===== src/rtl/packet_switch_sched_pkg.sv =====
// Shared types and sizing helpers for the packet switch round-robin scheduler.
package packet_switch_sched_pkg;

   typedef enum logic {IDLE, XFER} sched_state_t;

   // Width of a port index; never narrower than one bit.
   function automatic int port_idx_width(input int n);
      return (n > 1) ? $clog2(n) : 1;
   endfunction

endpackage


===== src/rtl/packet_switch_rr_pick.sv =====
// Combinational rotating-priority picker: returns the first requesting index
// after 'last', wrapping from N-1 back to 0.
module packet_switch_rr_pick
   import packet_switch_sched_pkg::*;
#(
   parameter int N = 4,
   localparam int W = port_idx_width(N)
) (
   input  logic [N-1:0] req,
   input  logic [W-1:0] last,
   output logic         any,
   output logic [W-1:0] grant
);

   logic [N-1:0]   mask_hi;
   logic [2*N-1:0] dbl;
   int             sel;

   // Requests above 'last' fill the low half of a doubled vector and the full
   // request set fills the upper half, so the lowest set bit is the next port
   // in cyclic order, with 'last' itself taken only as a final resort.
   always_comb begin
      mask_hi = '0;
      for (int j = 0; j < N; j++) begin
         if (j > int'(last)) mask_hi[j] = 1'b1;
      end
      dbl = {req, req & mask_hi};
      sel = 0;
      for (int j = 2*N-1; j >= 0; j--) begin
         if (dbl[j]) sel = j;
      end
      any   = |req;
      grant = W'(sel % N);
   end

endmodule


===== src/rtl/packet_switch_fifo_rr_sched.sv =====
// Packet-granular round-robin scheduler draining per-port show-ahead FIFOs
// onto one registered output stream with ready/valid backpressure.
module packet_switch_fifo_rr_sched
   import packet_switch_sched_pkg::*;
#(
   parameter int NUM_PORTS     = 4,
   parameter int DWD           = 64,
   parameter int MAX_PKT_WORDS = 256,
   localparam int PW = port_idx_width(NUM_PORTS),
   localparam int CW = $clog2(MAX_PKT_WORDS + 1)
) (
   input  logic                     clk1,
   input  logic                     rst,
   input  logic [NUM_PORTS-1:0]     fifo_empty,
   input  logic [NUM_PORTS*DWD-1:0] fifo_dout,
   input  logic [NUM_PORTS-1:0]     fifo_eop,
   output logic [NUM_PORTS-1:0]     fifo_rdreq,
   output logic                     out_valid,
   output logic [DWD-1:0]           out_data,
   output logic                     out_sop,
   output logic                     out_eop,
   output logic [PW-1:0]            out_port,
   input  logic                     out_ready,
   output logic                     err_oversize
);

   sched_state_t   state;
   sched_state_t   state_next;
   logic [PW-1:0]  grant;
   logic [PW-1:0]  last;
   logic [PW-1:0]  pick_grant;
   logic           pick_any;
   logic [CW-1:0]  wcnt;
   logic [CW-1:0]  pop_num;
   logic           head_empty;
   logic           head_eop;
   logic [DWD-1:0] head_data;
   logic           pop;
   logic           first_word;
   logic           oversize;
   logic           pkt_end;

   packet_switch_rr_pick #(
      .N(NUM_PORTS)
   ) u_pick (
      .req   (~fifo_empty),
      .last  (last),
      .any   (pick_any),
      .grant (pick_grant)
   );

   // Select the granted FIFO's head word and status.
   always_comb begin
      head_empty = 1'b1;
      head_eop   = 1'b0;
      head_data  = '0;
      for (int i = 0; i < NUM_PORTS; i++) begin
         if (grant == PW'(i)) begin
            head_empty = fifo_empty[i];
            head_eop   = fifo_eop[i];
            head_data  = fifo_dout[i*DWD +: DWD];
         end
      end
   end

   // Next state, pop decision and per-port read strobes; wcnt is zero only
   // before the first word of a granted packet, so it doubles as the SOP mark.
   always_comb begin
      state_next = state;
      pop        = 1'b0;
      fifo_rdreq = '0;
      first_word = (wcnt == '0);
      pop_num    = wcnt + CW'(1);
      oversize   = 1'b0;
      pkt_end    = 1'b0;
      case (state)
         IDLE: begin
            if (pick_any) state_next = XFER;
         end
         XFER: begin
            pop      = !head_empty && (!out_valid || out_ready);
            oversize = pop && !head_eop && (pop_num == CW'(MAX_PKT_WORDS));
            pkt_end  = pop && (head_eop || oversize);
            for (int i = 0; i < NUM_PORTS; i++) begin
               if (grant == PW'(i)) fifo_rdreq[i] = pop;
            end
            if (pkt_end) state_next = IDLE;
         end
         default: state_next = IDLE;
      endcase
   end

   // FSM state register.
   always_ff @(posedge clk1) begin
      if (rst) state <= IDLE;
      else     state <= state_next;
   end

   // Grant latch, round-robin pointer and per-packet word counter.
   always_ff @(posedge clk1) begin
      if (rst) begin
         grant <= '0;
         last  <= PW'(NUM_PORTS - 1);
         wcnt  <= '0;
      end else begin
         if (state == IDLE && pick_any) begin
            grant <= pick_grant;
            wcnt  <= '0;
         end else if (pop) begin
            wcnt <= pop_num;
         end
         if (pkt_end) last <= grant;
      end
   end

   // Output register that holds each word until accepted, plus sticky error.
   always_ff @(posedge clk1) begin
      if (rst) begin
         out_valid    <= 1'b0;
         out_data     <= '0;
         out_sop      <= 1'b0;
         out_eop      <= 1'b0;
         out_port     <= '0;
         err_oversize <= 1'b0;
      end else begin
         if (pop) begin
            out_valid <= 1'b1;
            out_data  <= head_data;
            out_sop   <= first_word;
            out_eop   <= head_eop || oversize;
            out_port  <= grant;
         end else if (out_valid && out_ready) begin
            out_valid <= 1'b0;
         end
         if (oversize) err_oversize <= 1'b1;
      end
   end

endmodule


===== config.mk =====
export PLATFORM = sky130hd
export DESIGN_NAME = packet_switch_fifo_rr_sched
export DESIGN_NICKNAME = d
export VERILOG_FILES = /design/src/rtl/packet_switch_sched_pkg.sv /design/src/rtl/packet_switch_rr_pick.sv /design/src/rtl/packet_switch_fifo_rr_sched.sv
export SDC_FILE = /design/constraint.sdc
export NUM_CORES = 1
export LEC_CHECK = 0
export CORE_AREA = 2 2 133 135
export CTS_CLUSTER_SIZE = 12
export DETAILED_ROUTE_END_ITERATION = 10
export DIE_AREA = 0 0 135 137
export GPL_ROUTABILITY_DRIVEN = 0
export HOLD_SLACK_MARGIN = 0.1
export PLACE_DENSITY = 0.67
export SETUP_SLACK_MARGIN = 0.4
export SYNTH_ARGS = -nofsm -noshare
export SYNTH_HDL_FRONTEND = slang
export SYNTH_SLANG_ARGS = --single-unit

===== constraint.sdc =====
create_clock -name clk1 -period 3.7 [get_ports clk1]
set_input_delay 0.37 -clock clk1 [delete_from_list [all_inputs] [get_ports clk1]]
set_output_delay 0.37 -clock clk1 [all_outputs]
set_load 0.05 [all_outputs]

==> results of run 1 <==
[layout make-up]
cell class                      count  area, um2  area share
Timing Repair Buffer              347       3468      0.4034
Multi-Input combinational cell    358       2851      0.3317
Sequential cell                    84       1689      0.1965
Tap cell                          225      281.5     0.03275
Clock buffer                       13      270.3     0.03144
Inverter                            7      26.28    0.003056
Clock inverter                      2      10.01    0.001164
[per-stage QoR]
step / hold slack, ns / utilization / setup WS (ns)
detailed placement: 0.4463 / 0.4876 / 0.8876
global route: 0.4690 / 0.5040 / 0.5169
CTS: 0.4544 / 0.5040 / 0.6341
global placement: 0.4407 / 0.4876 / 0.8837
floorplan: 0.4621 / - / 0.6367
finish: 0.4517 / 0.5040 / 0.6875
[sequential cells by signal, indices dropped and copies added, names as in the netlist, 2 cells and up]
signal,cells
out_port,2
wcnt,9
grant,2
out_data,64
last,2
[power by group through the flow]
stage,clock network [mW],registers (mW),logic [mW]
after floorplan,0,1.28,0.432
after global placement,0,1.08,1.15
after detailed placement,0,1.08,1.16
after CTS,0.883,1.06,1.16
after global routing,0.917,1.07,1.22
final,0.850,1.06,1.15
[kinds of logic after synthesis]
logic type / after synthesis / synth area share
adder cells (fa/ha/maj): 2 / 0.005301
flip-flops: 84 / 0.3563
AO/OA/AOI/OAI: 86 / 0.09517
buffers and inverters: 48 / 0.04083
AND/OR/NAND/NOR: 192 / 0.1691
multiplexers: 69 / 0.3165
XOR/XNOR: 9 / 0.01670
[worst max-delay path by stage]
stage | startpoint | end
floorplan | out_valid | fifo_rdreq[0]
global placement | out_ready | fifo_rdreq[1]
finish | grant[1] | fifo_rdreq[1]
CTS | grant[1] | fifo_rdreq[1]
detailed placement | out_ready | fifo_rdreq[1]
global route | grant[1] | fifo_rdreq[2]
[cell usage after synthesis (all sizes together), types with 3 or more instances]
cell type  number
inv             7
a31oi           3
xnor2           5
o21ai           5
dfxtp          84
nor3            8
nand3           6
nand4           3
or3             4
clkbuf         27
buf            14
nand2         144
xor2            4
mux2i           3
nor2           16
mux4           64
a21oi          73
[metal layers]
layer  GRT usage  share of wire  vias up
met5           0              0        -
met3     0.04593          0.095       17
met1      0.2052           0.37     2270
li1            -              -     2398
met2      0.3271           0.52      229
met4     0.05671          0.016        0
[critical path, stage by stage (launching register included)]
cell	delay, ns
dfxtp_4	0.66
inv_2	0.13
and3_1	0.22
or3_2	0.50
buf_4	0.27
nor3_1	0.32
buf_12	0.19
==> out/results.ini, run 1 <==
[setup_path]
cp-start-kind=flip-flop
worstSetupPathType=flip-flop to output port
crit_fanout=37
r2r-end=state
worstSetupEndpointType=output port
worstPathArrival_ns=2.64
r2r-start=grant[1]
r2r_cells=6
crit_required_ns=3.33
ff2ff_setup_slack_ns=1.14

[detailed_routing]
drtIter0Drc=243
finalWirelength_mm=17.07
wl_per_cell_um=16.48
ant_nets=0
dr.pass1.iters=4
drc=0
vias=4914
vias_per_cell=4.743

[power]
internal_power_mw=2.078
p_comb_frac=0.375
seqPwrFrac=0.346
leakagePower_nw=2.917
total_power_mw=3.053
p_switching_uw=975.4
peakVddDrop_v=0.0002215
pwr-share-clk=0.278
switching_share=0.3194
p_per_area_mw_per_mm2=355.2

[yosys]
yosys_warnings=0
synth_flop_cell=dfxtp_1
synth_fp_nets=759
synth_area_per_cell_um2=9.632
seq_area_frac_synth=0.3563
synth_top_area_frac=0.3563
synth_area_mm2=0.004720
synth_seq_cells=84
async_flop_share=0
synth_area_leaders=dfxtp_1 (36%), mux4_2 (31%), nand2_1 (11%)
synth_cell_types=37
synthesis.instances=490
yosys.area.top_type=dfxtp_1
synth_edf_count=0

[finish]
num_antenna_cells=0
finalInstanceArea_mm2=0.008597
stdcell_count=1036
nNetsFinal=1076
num-fill-cells=1644
layout-drive-gt1-share=0.1221
area_growth_pct=82.16
final_cell_mix=clkdlybuf4s50_1 (336), nand2_1 (144), dfxtp_1 (82)
layout_commonest_cell=clkdlybuf4s50_1

[die]
ios=341
design.die.area_mm2=0.01850
die_w_um=135
initial_core_util=0.2767
fp.dieH_um=137
design.core.area_mm2=0.01706
rows=48

[global_routing]
grt_max_degree=45
grtUsageTotal=0.1793
overflow=0
grt_first_pass_wirelength_mm=25.98
antenna_found_initial=0
grt_pass1_vias=5004

[clock_tree]
worstSkewPairLatency_ns=0.33
post_cts_buffers=0
htreeDepth=3
clockRootBuffer=clkbuf_16
clock-sinks=84
cts_buffers=9
cts-hold-fix-buffers=0
cts_max_path_buffers=2
ctsResizeCount=0
clkSlewWorstSetupHoldPaths_ns=0.06
cts_tree=built

[timing]
tightestPinTransition_ns=0.7955
rsz0062_at_grt=false
final_hold_viol_count=0
fin_crit_ns=3.012
max_slew_margin=0.4696
slew_viol_final=0
tns_ns=0
setup_viol=0
skew_ns=0.01016
fmax_mhz=332.0
period_share=0.8142

[worst_hold_path]
hold_depth=2
holdPathEnd=out_data[30]
hold_class=flip-flop to flip-flop
min-delay-start=out_data[30]

[place]
dpl.cell_count=1021
dpl.hpwl_mm=13.53
post_dp_cell_area_mm2=0.008317
io_buffers=340

[job]
cap_violations=0

[status]
outcome=complete, no violations

(Power assumes the default switching activity.)
==> run 2: changes to the inputs <==
CORE_AREA = 2 2 134 136   (was 2 2 133 135)
DIE_AREA = 0 0 136 138   (was 0 0 135 137)
PLACE_DENSITY = 0.66   (was 0.67)
clock period = 2.95 ns   (was 3.7 ns; I/O delays follow)
==> run 2 against run 1 <==
Core utilization is 0.52 points lower. Global-route usage is 0.18 points higher. Non-clock buffer count is 5 higher. Total power is 30% higher. Critical path type unchanged. Largest cell class unchanged. Highest routed layer unchanged.
==> out/results.ini, run 2 (synthesis gave the netlist of run 1 again) <==
[clock_tree]
cts_buffers=9
cts-hold-fix-buffers=0
clkSlewWorstSetupHoldPaths_ns=0.06
clock-sinks=84
cts_max_path_buffers=2
clockRootBuffer=clkbuf_16
worstSkewPairLatency_ns=0.34
cts_tree=built
htreeDepth=3
post_cts_buffers=0

[finish]
area_growth_pct=85.31
top_regs=out_data: 64 flops, wcnt: 9 flops
stdcell_count=1046
num_antenna_cells=0
top_register=out_data
layout_commonest_cell=clkdlybuf4s50_1
final_cell_mix=clkdlybuf4s50_1 (335), nand2_1 (144), dfxtp_1 (82)
layout-drive-gt1-share=0.1346
finalInstanceArea_mm2=0.008746
num-fill-cells=1662
nNetsFinal=1081
utilization=0.4988
largest_reg_flops=64

[place]
post-place-ws_ns=0.2418
io_buffers=340
dpl.hpwl_mm=13.27
post_dp_cell_area_mm2=0.008389
dpl.cell_count=1029

[timing]
fmax_mhz=415.3
final_hold_viol_count=0
fin_crit_ns=2.408
skew_ns=0.006493
slew_viol_final=0
setup_viol=0
max_slew_margin=0.5900
tns_ns=0
fin_hold_ws_ns=0.4520
tightestPinTransition_ns=0.6130
rsz0062_at_grt=false
setup_slack_ns=0.5422
period_share=0.8162

[die]
die_w_um=136
initial_core_util=0.2692
fp.dieH_um=138
rows=49
design.core.area_mm2=0.01753
design.die.area_mm2=0.01877
ios=341

[power]
leakagePower_nw=2.987
p_per_area_mw_per_mm2=452.7
peakVddDrop_v=0.0002783
total_power_mw=3.959

[global_routing]
grt_first_pass_wirelength_mm=26.69
antenna_found_initial=0
grtUsageTotal=0.1811
overflow=0
grt_max_degree=41
grt_pass1_vias=4919

[setup_path]
worstPathArrival_ns=2.11
worstSetupEndpointType=output port
crit_fanout=40
worstSetupPathType=flip-flop to output port
cp-start-kind=flip-flop
crit_required_ns=2.65

[detailed_routing]
vias_per_cell=4.718
ant_nets=0
finalWirelength_mm=17.32
drc=0
dr.pass1.iters=6
wl_per_cell_um=16.56
vias=4935
drtIter0Drc=173

[status]
outcome=complete, no violations

[worst_hold_path]
hold_class=flip-flop to flip-flop

[job]
cap_violations=0

==> run 2: timing repair <==
item / CTS / global route
resized for setup: 3 / 1
cloned: 1 / 0
setup endpoints to repair: 3 / 3
==> run 2: layout make-up <==
type / count / area [um2] / share of cell area
inverters: 7 / 26.28 / 0.003004
flip-flops and latches: 84 / 1689 / 0.1931
multi-input cells: 358 / 2877 / 0.3289
well taps: 229 / 286.5 / 0.03276
clock buffers: 10 / 239.0 / 0.02732
repair buffers: 352 / 3565 / 0.4076
clock inverters: 6 / 63.81 / 0.007296
==> run 2: worst paths after layout <==
kind	start	endpoint	slack [ns]	cells past startpoint
worst max-delay path	grant[1]	fifo_rdreq[1]	0.54	6
worst min-delay path	out_data[39]	out_data[39]	0.45	2
worst max register to register	wcnt[1]	state	0.68	7
worst min register to register	out_data[39]	out_data[39]	0.45	2
==> run 2: critical path, stage by stage, from the launching register on <==
cell,delay [ns]
dfxtp_4,0.46
inv_2,0.11
and3_1,0.20
or3_4,0.42
buf_16,0.21
nor3_2,0.19
buf_12,0.17
==> run 2: per-layer routing <==
layer,GRT usage,up-vias,part of all wire
met5,0,-,0
met4,0.05428,0,0.014
met3,0.04547,15,0.097
met2,0.3221,224,0.50
met1,0.2126,2291,0.39
li1,-,2405,-
==> run 2: report_power, final <==
group | total (mW) | leakage (nW) | internal [mW] | switching, mW
clock | 1.15 | 0.144 | 0.677 | 0.470
sequential | 1.30 | 0.687 | 1.23 | 0.0678
combinational | 1.51 | 2.16 | 0.775 | 0.737
total | 3.96 | 2.99 | 2.68 | 1.27
